### config.mk
export PLATFORM = sky130hd
export DESIGN_NAME = mc_control
export DESIGN_NICKNAME = d
export VERILOG_FILES = /design/src/rtl/mc_control.sv
export SDC_FILE = /design/constraint.sdc
export NUM_CORES = 1
export LEC_CHECK = 0
export BUFFER_PORTS_ARGS = -buffer_cell sky130_fd_sc_hd__buf_2
export CORE_MARGIN = 1.5
export CORE_UTILIZATION = 50
export DETAILED_ROUTE_END_ITERATION = 8
export PLACE_DENSITY = 0.92
export SKIP_CTS_REPAIR_TIMING = 1
export SLEW_MARGIN = 5
export SYNTH_ARGS = -nofsm -noshare
export SYNTH_HDL_FRONTEND = slang
export SYNTH_SLANG_ARGS = --single-unit
### constraint.sdc
create_clock -name clk -period 2.75 [get_ports clk]
set_input_delay 0.275 -clock clk [delete_from_list [all_inputs] [get_ports clk]]
set_output_delay 0.275 -clock clk [all_outputs]
set_load 0.02 [all_outputs]
### src/rtl/mc_control.sv
// Multi-cycle instruction sequencer: owns the instruction register, arbitrates the shared
// memory port through a req/ready handshake and drives the datapath strobes.
//
// state    | meaning
// ---------+-------------------------------------------------------------
// S_IDLE   | post-reset bubble, no strobes
// S_FETCH  | instruction read from PC, IR and PC+4 loaded on mem_ready
// S_DECODE | IR fields settle, illegal encodings trapped
// S_EXEC   | ALU operation; branches and jumps finish here
// S_MEM    | data access for lw/sw at the ALU address
// S_WB     | register file write-back
// S_FAULT  | sticky error, left only through rst_n
module mc_control #(
  parameter int INSTR_W = 32,
  parameter int REG_AW  = 5,
  parameter int TIMEOUT = 16,
  parameter int CNT_W   = 5
) (
  input  logic               clk,
  input  logic               rst_n,
  input  logic [INSTR_W-1:0] mem_rdata,
  input  logic               mem_ready,
  input  logic               alu_zero,
  output logic               mem_req,
  output logic               mem_we,
  output logic               mem_sel,
  output logic               ir_write,
  output logic               pc_write,
  output logic [1:0]         pc_src,
  output logic               reg_write,
  output logic [1:0]         wb_src,
  output logic [1:0]         alu_src,
  output logic [2:0]         alu_op,
  output logic [REG_AW-1:0]  addr_a,
  output logic [REG_AW-1:0]  addr_b,
  output logic [REG_AW-1:0]  addr_in,
  output logic [REG_AW-1:0]  shamt,
  output logic [15:0]        imm16,
  output logic [25:0]        addr26,
  output logic               retire,
  output logic               fault
);

  localparam logic [1:0] ALU_SRC_REG        = 2'd0;
  localparam logic [1:0] ALU_SRC_SEXT_IMM16 = 2'd1;
  localparam logic [1:0] ALU_SRC_ZEXT_IMM16 = 2'd2;

  localparam logic [2:0] OP_ADD = 3'd0;
  localparam logic [2:0] OP_SUB = 3'd1;
  localparam logic [2:0] OP_AND = 3'd2;
  localparam logic [2:0] OP_OR  = 3'd3;
  localparam logic [2:0] OP_NOR = 3'd4;
  localparam logic [2:0] OP_SLT = 3'd5;
  localparam logic [2:0] OP_SLL = 3'd6;
  localparam logic [2:0] OP_SRL = 3'd7;

  localparam logic [1:0] PC_PLUS4  = 2'd0;
  localparam logic [1:0] PC_BRANCH = 2'd1;
  localparam logic [1:0] PC_JUMP   = 2'd2;
  localparam logic [1:0] PC_RS     = 2'd3;

  localparam logic [1:0] WB_ALU  = 2'd0;
  localparam logic [1:0] WB_MEM  = 2'd1;
  localparam logic [1:0] WB_LINK = 2'd2;

  // Terminal count of the wait counter; a zero TIMEOUT never hits it.
  localparam logic [CNT_W-1:0] WAIT_TC = CNT_W'((TIMEOUT > 0) ? (TIMEOUT - 1) : 0);

  typedef enum logic [2:0] {
    S_IDLE, S_FETCH, S_DECODE, S_EXEC, S_MEM, S_WB, S_FAULT
  } state_t;

  state_t             state, state_nxt;
  logic [INSTR_W-1:0] ir;
  logic [CNT_W-1:0]   wait_cnt;
  logic               timeout_hit;

  logic [5:0] opcode, funct;
  logic       legal, is_rtype, is_alu, is_lw, is_sw, is_beq, is_bne, is_j, is_jal, is_jr;
  logic [2:0] dec_op;
  logic [1:0] dec_src;

  assign opcode   = ir[31:26];
  assign funct    = ir[5:0];
  assign is_rtype = (opcode == 6'h00);

  assign addr_a  = REG_AW'(ir[25:21]);
  assign addr_b  = REG_AW'(ir[20:16]);
  assign shamt   = REG_AW'(ir[10:6]);
  assign imm16   = ir[15:0];
  assign addr26  = ir[25:0];
  assign addr_in = is_jal ? {REG_AW{1'b1}} : (is_rtype ? REG_AW'(ir[15:11]) : REG_AW'(ir[20:16]));
  assign alu_op  = dec_op;
  assign alu_src = dec_src;

  always_comb begin
    legal   = 1'b0;
    is_alu  = 1'b0;
    is_lw   = 1'b0;
    is_sw   = 1'b0;
    is_beq  = 1'b0;
    is_bne  = 1'b0;
    is_j    = 1'b0;
    is_jal  = 1'b0;
    is_jr   = 1'b0;
    dec_op  = OP_ADD;
    dec_src = ALU_SRC_REG;
    case (opcode)
      6'h00: begin
        legal  = 1'b1;
        is_alu = 1'b1;
        case (funct)
          6'h20: dec_op = OP_ADD;
          6'h22: dec_op = OP_SUB;
          6'h24: dec_op = OP_AND;
          6'h25: dec_op = OP_OR;
          6'h27: dec_op = OP_NOR;
          6'h2A: dec_op = OP_SLT;
          6'h00: dec_op = OP_SLL;
          6'h02: dec_op = OP_SRL;
          6'h08: begin
            is_alu = 1'b0;
            is_jr  = 1'b1;
          end
          default: begin
            legal  = 1'b0;
            is_alu = 1'b0;
          end
        endcase
      end
      6'h08: begin legal = 1'b1; is_alu = 1'b1; dec_src = ALU_SRC_SEXT_IMM16; end
      6'h0C: begin legal = 1'b1; is_alu = 1'b1; dec_op = OP_AND; dec_src = ALU_SRC_ZEXT_IMM16; end
      6'h0D: begin legal = 1'b1; is_alu = 1'b1; dec_op = OP_OR;  dec_src = ALU_SRC_ZEXT_IMM16; end
      6'h23: begin legal = 1'b1; is_lw = 1'b1; dec_src = ALU_SRC_SEXT_IMM16; end
      6'h2B: begin legal = 1'b1; is_sw = 1'b1; dec_src = ALU_SRC_SEXT_IMM16; end
      6'h04: begin legal = 1'b1; is_beq = 1'b1; dec_op = OP_SUB; end
      6'h05: begin legal = 1'b1; is_bne = 1'b1; dec_op = OP_SUB; end
      6'h02: begin legal = 1'b1; is_j = 1'b1; end
      6'h03: begin legal = 1'b1; is_jal = 1'b1; end
      default: legal = 1'b0;
    endcase
  end

  assign timeout_hit = (TIMEOUT != 0) && (wait_cnt == WAIT_TC);

  always_ff @(posedge clk or negedge rst_n) begin
    if (!rst_n) begin
      state <= S_IDLE;
    end else begin
      state <= state_nxt;
    end
  end

  always_ff @(posedge clk or negedge rst_n) begin
    if (!rst_n) begin
      ir <= '0;
    end else if (ir_write) begin
      ir <= mem_rdata;
    end
  end

  // Counts consecutive not-ready cycles of one access; any other cycle clears it.
  always_ff @(posedge clk or negedge rst_n) begin
    if (!rst_n) begin
      wait_cnt <= '0;
    end else if ((state == S_FETCH || state == S_MEM) && !mem_ready) begin
      wait_cnt <= wait_cnt + 1'b1;
    end else begin
      wait_cnt <= '0;
    end
  end

  always_comb begin
    state_nxt = state;
    mem_req   = 1'b0;
    mem_we    = 1'b0;
    mem_sel   = 1'b0;
    ir_write  = 1'b0;
    pc_write  = 1'b0;
    pc_src    = PC_PLUS4;
    reg_write = 1'b0;
    wb_src    = WB_ALU;
    retire    = 1'b0;
    fault     = 1'b0;
    case (state)
      S_IDLE: state_nxt = S_FETCH;
      S_FETCH: begin
        mem_req = 1'b1;
        if (mem_ready) begin
          ir_write  = 1'b1;
          pc_write  = 1'b1;
          state_nxt = S_DECODE;
        end else if (timeout_hit) begin
          state_nxt = S_FAULT;
        end
      end
      S_DECODE: state_nxt = legal ? S_EXEC : S_FAULT;
      S_EXEC: begin
        if (is_alu) begin
          state_nxt = S_WB;
        end else if (is_lw || is_sw) begin
          state_nxt = S_MEM;
        end else if (is_beq || is_bne) begin
          pc_src    = PC_BRANCH;
          pc_write  = is_beq ? alu_zero : !alu_zero;
          retire    = 1'b1;
          state_nxt = S_FETCH;
        end else if (is_j || is_jal) begin
          pc_src    = PC_JUMP;
          pc_write  = 1'b1;
          reg_write = is_jal;
          wb_src    = is_jal ? WB_LINK : WB_ALU;
          retire    = 1'b1;
          state_nxt = S_FETCH;
        end else if (is_jr) begin
          pc_src    = PC_RS;
          pc_write  = 1'b1;
          retire    = 1'b1;
          state_nxt = S_FETCH;
        end else begin
          state_nxt = S_FAULT;
        end
      end
      S_MEM: begin
        mem_req = 1'b1;
        mem_sel = 1'b1;
        mem_we  = is_sw;
        if (mem_ready) begin
          retire    = is_sw;
          state_nxt = is_sw ? S_FETCH : S_WB;
        end else if (timeout_hit) begin
          state_nxt = S_FAULT;
        end
      end
      S_WB: begin
        reg_write = 1'b1;
        wb_src    = is_lw ? WB_MEM : WB_ALU;
        retire    = 1'b1;
        state_nxt = S_FETCH;
      end
      S_FAULT: fault = 1'b1;
      default: state_nxt = S_IDLE;
    endcase
  end

endmodule

### After elaboration in Yosys (flattened, before gate mapping)

Index checks and enable logic that the tools add are counted.

* add/sub/neg operators: 1
* $mul: 0
* divide/modulo/power cells: 0
* $lt $le $gt $ge: 0
* equality and inequality tests: 24
* shift-type cells: 0
* muxes and demuxes: 65
* bitwise logic cells: 0
* reductions and logical operators: 19

Operators with widths (count)
* $eq 6x6->1 const B: 8
* $mux 1: 31
* $mux 3: 10
* $eq 6x4->1 const B: 4
* $mux 2: 11
* $pmux 3 s7: 1
* $eq 6x2->1 const B: 3
* $pmux 3 s6: 1
* $reduce_or 9->1: 2
* $mux 5: 3
* $eq 6x3->1 const B: 2
* $logic_not 6->1: 2
* $pmux 3 s4: 1
* $eq 3x3->1 const B: 3
* $pmux 1 s2: 4
* $pmux 2 s2: 2
* $reduce_or 2->1: 4
* $reduce_or 8->1: 1
* $eq 3x2->1 const B: 2
* $reduce_or 3->1: 2
* $add 5x1->5 const B: 1
* $eq 5x4->1 const B: 1
* $logic_or 1x1->1: 4
* $eq 3x1->1 const B: 1
* 4 further kinds: 5

* register bits after elaboration: 40
* latch bits: 0
* bits in writable memories: 0
* memory bits (read-only): 0
* input port bits: 36
* output and inout bits: 79
* logic and storage cells: 112
* memories kept: 0

### Depth between registers and ports, before layout

* depth after elaboration: 9
* gate-level depth with buffers: 8
* depth with buffers taken out: 8

### Worst setup path after synthesis

No wires, ideal clock.

* kind: flip-flop to output port
* start point: register ir[5]
* end point: output port wb_src[1]
* data arrival time: 1.780 ns
* data required time: 2.475 ns
* setup slack: 0.695 ns
* stages on the path, launching flop included: 8
* path buffers: 2
* cell sequence: dfrtp_1 -> buf_4 -> nand2_1 -> a211o_2 -> a31oi_2 -> or4b_4 -> buf_6 -> nor2_1

* word-level cells in the longest chain between the ends: 6

RTL lines
* start, declared: line 74 `logic [INSTR_W-1:0] ir;`
* start signal, assigned: line 158 `ir <= mem_rdata;`
* $eq 6x2->1 (tied with other cells): line 112 `case (funct)`
* $reduce_or 8->1 (no line) *
* $mux 1 *: line 112
* $pmux 1 s2 *: line 108 `case (opcode)`
* $mux 2 *: line 199 `if (is_alu) begin`
* $pmux 2 s2 *: line 185 `case (state)`
* end, declared: line 31 `output logic [1:0] wb_src,`

Every way passes the cells marked *; elsewhere a longest branch is shown, timed or not.

### Worst setup path in the final report

* start point: register ir[27]
* end point: output port retire

* word-level cells in the longest chain between the ends: 8

RTL lines
* $logic_not 6->1 or $eq 6x2->1 (tied branches): line 108
* $mux 1: line 108
* $mux 1 or $logic_or 1x1->1 (tied branches): line 215, 208
* $mux 1: line 208 `end else if (is_j || is_jal) begin`
* $mux 1: line 203 `end else if (is_beq || is_bne) begin`
* $mux 1: line 201 `end else if (is_lw || is_sw) begin`
* $mux 1: line 199
* $pmux 1 s3 *: line 185
* end, declared: line 40 `output logic retire,`

Marks and branches as above.

==> impl_summary.txt <==
----------------------------------------------------
[Status]
  Status ... finished clean

[Worst setup path]
  Source of the critical timing path ... ir[27]
  Critical path data required time ... 2.48 ns
  Arrival time at the worst endpoint ... roughly 2.2 ns
  Reg2reg path depth ... 5
  FF-to-FF End ... state[2]
  Kind of critical path ... register to output pin
  Capturing element type of the critical path ... output pin
  Worst setup endpoint ... retire
  Type of element launching the critical path ... register
  Worst-path maximum fanout ... 10
  Worst setup slack for register-to-register paths ... approximately 0.85 ns
  Reg-to-reg startpoint ... ir[27]

[Global routing]
  Overflow left after global routing ... 0
  Initial antenna violation count ... 0
  Global-route wire length before repair ... ~9.2 mm
  Pin count of the biggest net entering global routing ... 41
  Global Route Usage Sum ... 0.197
  Vias in the first global route ... roughly 2000

[Finish]
  Layout net count ... between 300 and 400
  Antenna Diode Count ... 0
  Fraction of layout cells with a size suffix above 1 ... 0.519
  Most common library cell in the layout ignoring fill and taps ... buf_2
  Highest-count cells in the layout ignoring fill and taps ... buf_2, dfrtp_1, mux2_2
  Layout Area Growth over Synthesis ... 9.82%
  Number of filler instances in the final layout ... 479

[Synth]
  Leading register cell type out of synthesis ... dfrtp_1
  Syn Inst Count ... between 200 and 300
  Sequential area share after synthesis ... 0.376
  Async SR Flop Fraction ... 1.00
  Synthesized Nets ... roughly 310
  Count of different cell masters after synthesis ... 49
  EDFF count, synth ... 0
  Area of the mapped netlist ... 0.00266 mm^2
  Number of synthesized register bits ... 40
  Number of synthesis warnings ... 0
  Synthesized area per cell ... between 9 and 10 um^2

[Floorplanning]
  Number of cell rows ... 26
  Die H ... 76.0 um
  Initial core utilization ... 0.521
  Core region area ... 0.00511 mm^2
  Chip width ... 76.0 um
  Floorplan die area ... 0.00577 mm^2
  Number of ports placed on the die boundary ... around 120

[Clock tree]
  Clock transition time at the flip-flop clock pins of the worst setup and hold paths ... 0.07 ns
  Clock insertion delay at the later pin of the skew report ... approximately 0.28 ns
  Clock Tree Buf Depth ... 2
  CTS tree ... yes
  Clk root buf ... clkbuf_8
  Level count of the clock H-tree ... 2
  TritonCTS Buffers ... 5
  Number of clock sinks ... 40

[Power and ir drop]
  Power density over the cells ... roughly 1300 mW/mm^2
  Maximum vdd drop ... 0.000860 V
  Cell leakage power ... 1.43 nW

[Timing]
  Number of setup violations in the final report ... 0
  Transition at the pin with the smallest max-transition slack ... between 0.9 and 1 ns
  Count of endpoints failing hold in the final timing report ... 0
  Final number of max-transition violations ... 0
  Final period demand of the worst path ... around 2.5 ns
  RSZ-0062 raised after global routing ... no
  Setup tns final ... 0 ns
  Fmax ... between 400 and 500 MHz
  Worst hold slack across all endpoints ... ~0.11 ns
  Clk_skew ... between 0.006 and 0.007 ns
  Max-slew headroom ... 0.400
  Share of the clock period used by the worst path after layout ... 0.902

[Route]
  Length of routed met3 wiring ... between 300 and 400 um
  Detailed-routing iteration count for the pre-antenna-repair pass ... 4
  Routed vias/inst ... roughly 5.3
  Count of vias placed by the detailed router ... roughly 2100
  Average wire per standard cell ... roughly 15 um
  Routed Antenna Nets ... 0
  Uppermost layer routed ... met4
  Metal1 wirelength ... roughly 2.2 mm
  DRC marker count from the first detailed-route iteration ... 85
  DRT Wirelength ... roughly 5.7 mm
  Total met2 wirelength after detailed routing ... 3.05 mm
  DRC violation count after routing ... 0

[Place]
  IO Port Bufs ... 114
  Final HPWL from detailed placement ... 4.40 mm
  RD Place Congestion ... between 0.8 and 0.9

[Hold path]
  Worst min-delay path category ... input port to async pin

[Job]
  Max-cap check violation count ... 0

----------------------------------------------------
[area by class of cell]
cell class	instances	area [um^2]	area share
Multi-Input combinational cell	157	1140	0.389
Timing Repair Buffer	116	586	0.200
Tap cell	70	87.6	0.0300
Clock buffer	7	96.3	0.0329
Inverter	4	15.0	0.00513
Sequential cell	40	1000	0.342
[through the flow]
step	util	setup slack, ns	std cells	power (W)	instance area, um^2
2_1_floorplan	-	0.695	270	0.00345	2660
3_3_place_gp	0.554	0.655	387	0.00346	2830
3_5_place_dp	0.554	0.573	387	0.00355	2830
4_1_cts	0.573	0.260	394	0.00397	2920
5_1_grt	0.573	0.118	394	0.00419	2920
6_report	0.573	0.270	394	0.00394	2920
[cell families after synthesis]
| family | synth area share |
|---|---|
| buffers and inverters | 0.199 |
| xor gates and xnor gates | 0.00987 |
| and+or+nand+nor | 0.180 |
| AOI/OAI and AO/OA | 0.0907 |
| DFF | 0.376 |
| muxes | 0.135 |
| adders and majority gates | 0.00940 |
[cell usage after synthesis (2+ instances only)]
master,number,area [um^2]
ha_1,2,25.0
nor2b_1,3,18.8
nand2_1,12,45.0
buf_6,3,33.8
and2_1,2,12.5
buf_2,3,15.0
o221ai_1,2,17.5
a21oi_2,2,17.5
inv_1,4,15.0
clkbuf_1,2,7.51
and3_1,3,18.8
nand2_2,2,12.5
dfrtp_1,40,1000
nor2_1,21,78.8
mux2_2,26,293
mux2_1,5,56.3
a31oi_1,3,18.8
nand3b_1,4,30.0
nor2_2,2,12.5
nand2b_1,6,37.5
o21ai_2,2,17.5
xor2_1,2,17.5
nand4_1,2,12.5
buf_4,61,458
nor3_1,6,30.0
a21oi_1,5,25.0
nand3_1,15,75.1
o22ai_1,2,12.5
o21ai_0,8,40.0
[worst min path at each step]
stage / to / slack (ns) / cells after the start
final: ir[16] / 0.11 / 1
after global routing: ir[16] / 0.18 / 1
after CTS: ir[7] / 0.15 / 1
after detailed placement: ir[12] / 0.46 / 1
after global placement: ir[16] / 0.44 / 1
after floorplan: ir[0] / -0.02 / 0
[flip-flops by register name (all words and copies together) (netlist names)]
register	count
state	3
wait_cnt	5
ir	32
[worst max-delay path, stage by stage, from the launching register on]
cell,delay [ns]
dfrtp_1,0.51
nor4_4,0.56
nand2_2,0.15
a31oi_2,0.21
or4b_4,0.24
o22ai_4,0.09
buf_2,0.17
[layer usage]
layer | GRT usage | up-vias
li1 | - | 984
met1 | 0.234 | 1015
met2 | 0.348 | 86
met3 | 0.0455 | 9
met4 | 0.0704 | 0
met5 | 0 | -
[power breakdown]
group / leakage, nW / switching (W) / internal [W]
clock: 0.0503 / 0.000187 / 0.000223
sequential: 0.485 / 0.000429 / 0.000861
combinational: 0.896 / 0.00137 / 0.000870
total: 1.43 / 0.00198 / 0.00195
(Power assumes the default switching activity.)
